[config.mk]
export PLATFORM = sky130hd
export DESIGN_NAME = eprisc_bus_responder
export DESIGN_NICKNAME = d
export VERILOG_FILES = /design/src/rtl/eprisc_bus_pkg.sv /design/src/rtl/eprisc_bus_sync.sv /design/src/rtl/eprisc_bus_responder.sv
export SDC_FILE = /design/constraint.sdc
export NUM_CORES = 1
export LEC_CHECK = 0
export CAP_MARGIN = 15
export CORE_MARGIN = 1
export CORE_UTILIZATION = 54
export DETAILED_ROUTE_END_ITERATION = 7
export PLACE_DENSITY = 0.86
export SYNTH_ARGS = -nofsm -noshare
export SYNTH_HDL_FRONTEND = slang
export SYNTH_SLANG_ARGS = --single-unit
export TNS_END_PERCENT = 100
[constraint.sdc]
create_clock -name iBoardClock -period 11.5 [get_ports iBoardClock]
set_clock_uncertainty 0.2 [all_clocks]
set_input_delay 1.725 -clock iBoardClock [delete_from_list [all_inputs] [get_ports iBoardClock]]
set_output_delay 1.725 -clock iBoardClock [all_outputs]
set_load 0.01 [all_outputs]
[src/rtl/eprisc_bus_pkg.sv]
// rtl/eprisc_bus_pkg.sv - shared states and command constants for the epRISC bus responder
package eprisc_bus_pkg;

    typedef enum logic [2:0] {
        ST_IDLE    = 3'd0,
        ST_COMMAND = 3'd1,
        ST_WRDATA  = 3'd2,
        ST_RDDATA  = 3'd3,
        ST_DONE    = 3'd4
    } bus_state_e;

    // Command byte fields (bit 0 = MSB on the wire)
    localparam int CMD_WRITE_BIT = 0;
    localparam int CMD_ACK_BIT   = 1;
    localparam int CMD_ADDR_BIT  = 4;

    localparam logic [1:0] SEL_IDLE = 2'h0;

    localparam int unsigned WORD_BYTES = 4;
    localparam logic [1:0]  LAST_BYTE  = 2'(WORD_BYTES - 1);

endpackage

[src/rtl/eprisc_bus_sync.sv]
// rtl/eprisc_bus_sync.sv - bus pin synchronizers and bus clock edge events
module eprisc_bus_sync
    import eprisc_bus_pkg::*;
(
    input  logic        clk,
    input  logic        rst,
    input  logic        bus_clk,
    input  logic [0:1]  bus_sel,
    input  logic [0:7]  bus_mosi,
    output logic        clk_rise,
    output logic        clk_fall,
    output logic [0:1]  sel_sync,
    output logic [0:7]  mosi_sync
);

    logic       clk_meta_q, clk_meta_d;
    logic       clk_sync_q, clk_sync_d;
    logic       clk_prev_q, clk_prev_d;
    logic       rise_q, rise_d;
    logic       fall_q, fall_d;
    logic [0:1] sel_meta_q, sel_meta_d;
    logic [0:1] sel_sync_q, sel_sync_d;
    logic [0:7] mosi_meta_q, mosi_meta_d;
    logic [0:7] mosi_sync_q, mosi_sync_d;

    // Two-stage synchronizers, then a registered edge detector on the bus clock
    always_comb begin
        clk_meta_d  = bus_clk;
        clk_sync_d  = clk_meta_q;
        clk_prev_d  = clk_sync_q;
        rise_d      = clk_sync_q & ~clk_prev_q;
        fall_d      = ~clk_sync_q & clk_prev_q;
        sel_meta_d  = bus_sel;
        sel_sync_d  = sel_meta_q;
        mosi_meta_d = bus_mosi;
        mosi_sync_d = mosi_meta_q;
    end

    // Synchronizer and edge-event registers
    always_ff @(posedge clk or posedge rst) begin
        if (rst) begin
            clk_meta_q  <= 1'b0;
            clk_sync_q  <= 1'b0;
            clk_prev_q  <= 1'b0;
            rise_q      <= 1'b0;
            fall_q      <= 1'b0;
            sel_meta_q  <= SEL_IDLE;
            sel_sync_q  <= SEL_IDLE;
            mosi_meta_q <= 8'h00;
            mosi_sync_q <= 8'h00;
        end else begin
            clk_meta_q  <= clk_meta_d;
            clk_sync_q  <= clk_sync_d;
            clk_prev_q  <= clk_prev_d;
            rise_q      <= rise_d;
            fall_q      <= fall_d;
            sel_meta_q  <= sel_meta_d;
            sel_sync_q  <= sel_sync_d;
            mosi_meta_q <= mosi_meta_d;
            mosi_sync_q <= mosi_sync_d;
        end
    end

    assign clk_rise  = rise_q;
    assign clk_fall  = fall_q;
    assign sel_sync  = sel_sync_q;
    assign mosi_sync = mosi_sync_q;

endmodule

[src/rtl/eprisc_bus_responder.sv]
// rtl/eprisc_bus_responder.sv - epRISC expansion bus endpoint turning frames into register accesses
module eprisc_bus_responder
    import eprisc_bus_pkg::*;
#(
    parameter logic [1:0] pSelectCode = 2'h1
) (
    input  logic        iBoardClock,
    input  logic        iBoardReset,
    input  logic        iBusClock,
    input  logic [0:1]  iBusSelect,
    input  logic [0:7]  iBusMOSI,
    output logic [0:7]  oBusMISO,
    output logic        oBusMISOEnable,
    output logic        oBusInterrupt,
    output logic [0:3]  oRegAddress,
    output logic [0:31] oRegWriteData,
    output logic        oRegWrite,
    output logic        oRegRead,
    input  logic [0:31] iRegReadData,
    input  logic        iIrqRequest
);

    logic       bus_rise;
    logic       bus_fall;
    logic [0:1] bus_sel;
    logic [0:7] bus_mosi;
    logic       selected;
    logic       irq_ack;

    bus_state_e  state_q, state_d;
    logic [0:3]  addr_q, addr_d;
    logic [0:31] wdata_q, wdata_d;
    logic [0:31] shift_q, shift_d;
    logic [1:0]  cnt_q, cnt_d;
    logic [0:7]  miso_q, miso_d;
    logic        miso_en_q, miso_en_d;
    logic        reg_write_q, reg_write_d;
    logic        reg_read_q, reg_read_d;
    logic        rd_cap_q, rd_cap_d;
    logic        irq_pend_q, irq_pend_d;

    eprisc_bus_sync u_sync (
        .clk       (iBoardClock),
        .rst       (iBoardReset),
        .bus_clk   (iBusClock),
        .bus_sel   (iBusSelect),
        .bus_mosi  (iBusMOSI),
        .clk_rise  (bus_rise),
        .clk_fall  (bus_fall),
        .sel_sync  (bus_sel),
        .mosi_sync (bus_mosi)
    );

    // A zero select code means the bus is idle, so it never counts as a match
    assign selected = (bus_sel == pSelectCode) && (bus_sel != SEL_IDLE);

    // Frame decoder: next state, strobes, shift registers and MISO
    always_comb begin
        state_d     = state_q;
        addr_d      = addr_q;
        wdata_d     = wdata_q;
        shift_d     = shift_q;
        cnt_d       = cnt_q;
        miso_d      = miso_q;
        miso_en_d   = miso_en_q;
        reg_write_d = 1'b0;
        reg_read_d  = 1'b0;
        rd_cap_d    = 1'b0;
        irq_ack     = 1'b0;

        if (!selected) begin
            state_d   = ST_IDLE;
            cnt_d     = 2'd0;
            miso_en_d = 1'b0;
            miso_d    = 8'h00;
        end else begin
            // Register file answers one cycle after the read strobe
            rd_cap_d = reg_read_q;
            if (rd_cap_q) begin
                shift_d = iRegReadData;
            end

            case (state_q)
                ST_IDLE: begin
                    state_d = ST_COMMAND;
                end
                ST_COMMAND: begin
                    if (bus_rise) begin
                        addr_d  = bus_mosi[CMD_ADDR_BIT +: 4];
                        irq_ack = bus_mosi[CMD_ACK_BIT];
                        cnt_d   = 2'd0;
                        if (bus_mosi[CMD_WRITE_BIT]) begin
                            state_d = ST_WRDATA;
                        end else begin
                            reg_read_d = 1'b1;
                            miso_en_d  = 1'b1;
                            state_d    = ST_RDDATA;
                        end
                    end
                end
                ST_WRDATA: begin
                    if (bus_rise) begin
                        wdata_d = {wdata_q[8:31], bus_mosi};
                        cnt_d   = cnt_q + 2'd1;
                        if (cnt_q == LAST_BYTE) begin
                            reg_write_d = 1'b1;
                            state_d     = ST_DONE;
                        end
                    end
                end
                ST_RDDATA: begin
                    if (bus_fall) begin
                        miso_d  = shift_q[0:7];
                        shift_d = {shift_q[8:31], 8'h00};
                    end
                    if (bus_rise) begin
                        cnt_d = cnt_q + 2'd1;
                        if (cnt_q == LAST_BYTE) begin
                            state_d = ST_DONE;
                        end
                    end
                end
                ST_DONE: begin
                    if (bus_fall) begin
                        miso_d = 8'h00;
                    end
                end
                default: begin
                    state_d = ST_IDLE;
                end
            endcase
        end

        // A request arriving in the same cycle as an acknowledge is kept
        irq_pend_d = iIrqRequest | (irq_pend_q & ~irq_ack);
    end

    // Frame state and output registers
    always_ff @(posedge iBoardClock or posedge iBoardReset) begin
        if (iBoardReset) begin
            state_q     <= ST_IDLE;
            addr_q      <= 4'h0;
            wdata_q     <= 32'h0000_0000;
            shift_q     <= 32'h0000_0000;
            cnt_q       <= 2'd0;
            miso_q      <= 8'h00;
            miso_en_q   <= 1'b0;
            reg_write_q <= 1'b0;
            reg_read_q  <= 1'b0;
            rd_cap_q    <= 1'b0;
            irq_pend_q  <= 1'b0;
        end else begin
            state_q     <= state_d;
            addr_q      <= addr_d;
            wdata_q     <= wdata_d;
            shift_q     <= shift_d;
            cnt_q       <= cnt_d;
            miso_q      <= miso_d;
            miso_en_q   <= miso_en_d;
            reg_write_q <= reg_write_d;
            reg_read_q  <= reg_read_d;
            rd_cap_q    <= rd_cap_d;
            irq_pend_q  <= irq_pend_d;
        end
    end

    assign oBusMISO       = miso_q;
    assign oBusMISOEnable = miso_en_q;
    assign oBusInterrupt  = irq_pend_q;
    assign oRegAddress    = addr_q;
    assign oRegWriteData  = wdata_q;
    assign oRegWrite      = reg_write_q;
    assign oRegRead       = reg_read_q;

endmodule

==> impl_results.md <==
* Internal at 0.0005757 W
* Worst setup SP type: flop
* Routability cong. at 0.7268
* Worst skew pair latency at 0.36 ns
* Slew Viols, Final at 0
* Area leader, netlist: dfrtp_1
* Top cell type's share of synthesized area at 62.66%
* Setup_tns at 0 ns
* Final Power at 0.0007335 W
* Nets@finish at 451
* Fmax at 307.0 MHz
* Final wirelength at 8.303 mm
* Worst Tran Pin Value at 0.9800 ns
* Leakage power at 2.781 nW
* Die ar. at 0.008576 mm²
* Max Cap Viol at 0
* Worst setup EP type: output pin
* Mapped cell area at 0.004433 mm²
* Buffer depth of the longest clock path at 2
* Most common library cells after synthesis: 111 x dfrtp_1, 36 x mux2_1, 28 x nand2b_1
* Initial Util at 56.49%
* Top-count cell post-synth: dfrtp_1
* CP max stage cell: clkdlybuf4s50_1
* Post-Syn Instances at 316
* Yosys reg bits at 111
* Register area share after synthesis at 62.66%
* Post CTS Setup Buffer Count at 0
* Filler cells at 543
* Combinational share of power at 6.3%
* Ports at 94
* Dpl cells at 494
* Post_cts resized at 0
* RSZ-0062 raised after global routing: false
* Final HPWL DP at 5.573 mm
* GRT Total Usage at 21.02%
* Main synth FF type: dfrtp_1
* Pre-antenna DRT Iters at 4
* Power Dens Cells at 129.0 mW/mm²
* CTS H-Tree Depth at 3
* # setup viols final at 0
* Reg power frac at 55.7%
* Post-synthesis compound-gate area fraction at 11.80%
* Hold_buf cts at 0
* Die W at 92.61 µm
* Xor and xnor area share after synthesis at 0%
* Die Y at 92.61 µm
* Register area at 0.002778 mm²
* CTS clk-pin slew, worst paths at 0.10 ns
* Ys Warns at 0
* Antenna Nets Post-Route at 0
* Final cell count without fillers at 511
* First-pass GRT wire length at 14.18 mm
* Layout cells sized above 1 at 6.846%
* Largest family of logic cells by synthesized area: multiplexers
* P&R area growth vs syn at 28.22%
* CTS tree: yes
* Wire per inst at 16.25 µm
* Synth Area in Adders at 0.2822%
* CP peak stage delay at 0.59 ns
* Routed via count at 2,752
* CP Cell Sequence: clkdlybuf4s50_1
* Ys async rst share at 100.0%
* Critical path fanouts, max at 3
* Area of the multi-input gates at 0.001511 mm²
* Initial antenna violation count at 0
* P_sw at 0.0001578 W
* Largest net degree at the start of global routing at 82
* Hold crit path type: flop to flop
* Status: finished, final reports clean
* Multiplexer share of the synthesized area at 14.56%
* FP Rows at 32
* Sink Count at 111
* Clock share of power at 38.0%
* Overflow after GRT at 0
* Post-synth EDFFs at 0
* Synth top area cells: dfrtp_1 63%, mux2_1 9.1%, mux2i_1 5.4%, nand2b_1 4.0%, a2bb2oi_1 3.2%
* DR DRC count at 0
* Port Buffers at 93
* Vias per inst at 5.386
* Required @ worst endpoint at 9.58 ns
* Final min period at 3.257 ns
* Post-Synth Simple-Gate Area at 7.451%
* ANT cells at 0
* Iteration-0 DRC Markers at 152
* Worst slew margin at 34.66%
* Vias in the first global route at 2,791
* Crit path max-delay family: buffers and inverters
* Critical path buffer and inverter count at 1
* Peak supply drop at 0.00006787 V
* Syn avg cell area at 14.03 µm²
* Sw frac at 21.51%
* Synthesized net count at 363
* Fin. Hold Viols at 0
* Core area at 0.007848 mm²
* Clk root buf: clkbuf_8
* Critical Path AT at 1.33 ns
* Num CTS Buffers at 9
* Period Utilization, post-route at 28.32%
* Crit Path Class: flop to output pin
* Post-synthesis cell type count at 40
-- layer usage --
metal	part of all wire [%]	track usage [%]
met1	47	31.02
met2	49	32.72
met5	0	0
met3	3.5	3.284
met4	1.1	5.599
-- path summary, 6_finish.rpt --
check | end | from | depth (start not counted) | slack (ns)
max in group asynchronous | shift_q[29] | iBoardReset | 3 | 8.31
setup / recovery | oRegWriteData[20] | oRegWriteData[20] | 1 | 8.24
min in group asynchronous | u_sync.mosi_meta_q[3] | iBoardReset | 2 | 1.48
hold / removal | u_sync.mosi_sync[3] | u_sync.mosi_meta_q[3] | 0 | 0.16
setup reg to reg | shift_q[23] | state_q[2] | 3 | 8.84
hold reg to reg | u_sync.mosi_sync[3] | u_sync.mosi_meta_q[3] | 0 | 0.16
-- cell type report --
cell class,instances,share of cell area (%)
sequential,111,48.87
multi-input combinational,175,26.59
timing repair buffer,96,17.13
tap,102,2.245
clock inverter,7,2.223
clock buffer,9,2.179
inverter,11,0.7704
-- power by group through the flow --
stage | clock network, W | logic, W | registers (W)
after floorplan | 0 | 0.0000185 | 0.000416
after global placement | 0 | 0.0000458 | 0.000415
after detailed placement | 0 | 0.0000471 | 0.000416
after CTS | 0.000282 | 0.0000472 | 0.000408
after global routing | 0.000300 | 0.0000511 | 0.000410
final | 0.000279 | 0.0000463 | 0.000408
-- state kept, by name (all words and copies together) (netlist names), 2 cells and up --
signal	count
shift_q	32
u_sync.mosi_meta_q	8
state_q	3
oBusMISO	8
u_sync.sel_sync	2
u_sync.sel_meta_q	2
cnt_q	2
u_sync.mosi_sync	8
oRegWriteData	32
oRegAddress	4
-- cells by family (layout without fill, tap and decap cells) --
group / count (synthesis) / in the layout
AO/OA/AOI/OAI: 64 / 64
adder cells (fa/ha/maj): 1 / 1
buffers and inverters: 30 / 123
flip-flops: 111 / 111
multiplexers: 60 / 60
AND/OR/NAND/NOR: 50 / 50
-- layout by cell type, fill, tap and decap left out, types with 2 or more instances in the layout --
cell / instances
a22o_1: 8
buf_4: 2
clkbuf_8: 9
bufinv_16: 3
mux2i_1: 24
a22oi_1: 10
a2bb2oi_1: 16
nand2_1: 2
a31o_1: 8
nand2b_1: 28
nor2_1: 6
inv_1: 9
clkdlybuf4s50_1: 93
a2111oi_0: 8
dfrtp_1: 111
mux2_1: 36
nor2b_1: 3
a21oi_1: 4
o21ai_1: 3
-- per-stage QoR --
stage	utilization, %	cell area, µm²	hold slack [ns]	setup slack [ns]
4_1_cts	72.08	5657	0.1571	8.225
3_3_place_gp	68.89	5406	0.1313	7.887
5_1_grt	72.43	5684	0.1678	8.012
2_1_floorplan	-	4433	0.1312	6.644
6_report	72.43	5684	0.1574	8.243
3_5_place_dp	68.89	5406	0.1347	7.837
No activity file was read; power rests on OpenSTA's default activity.
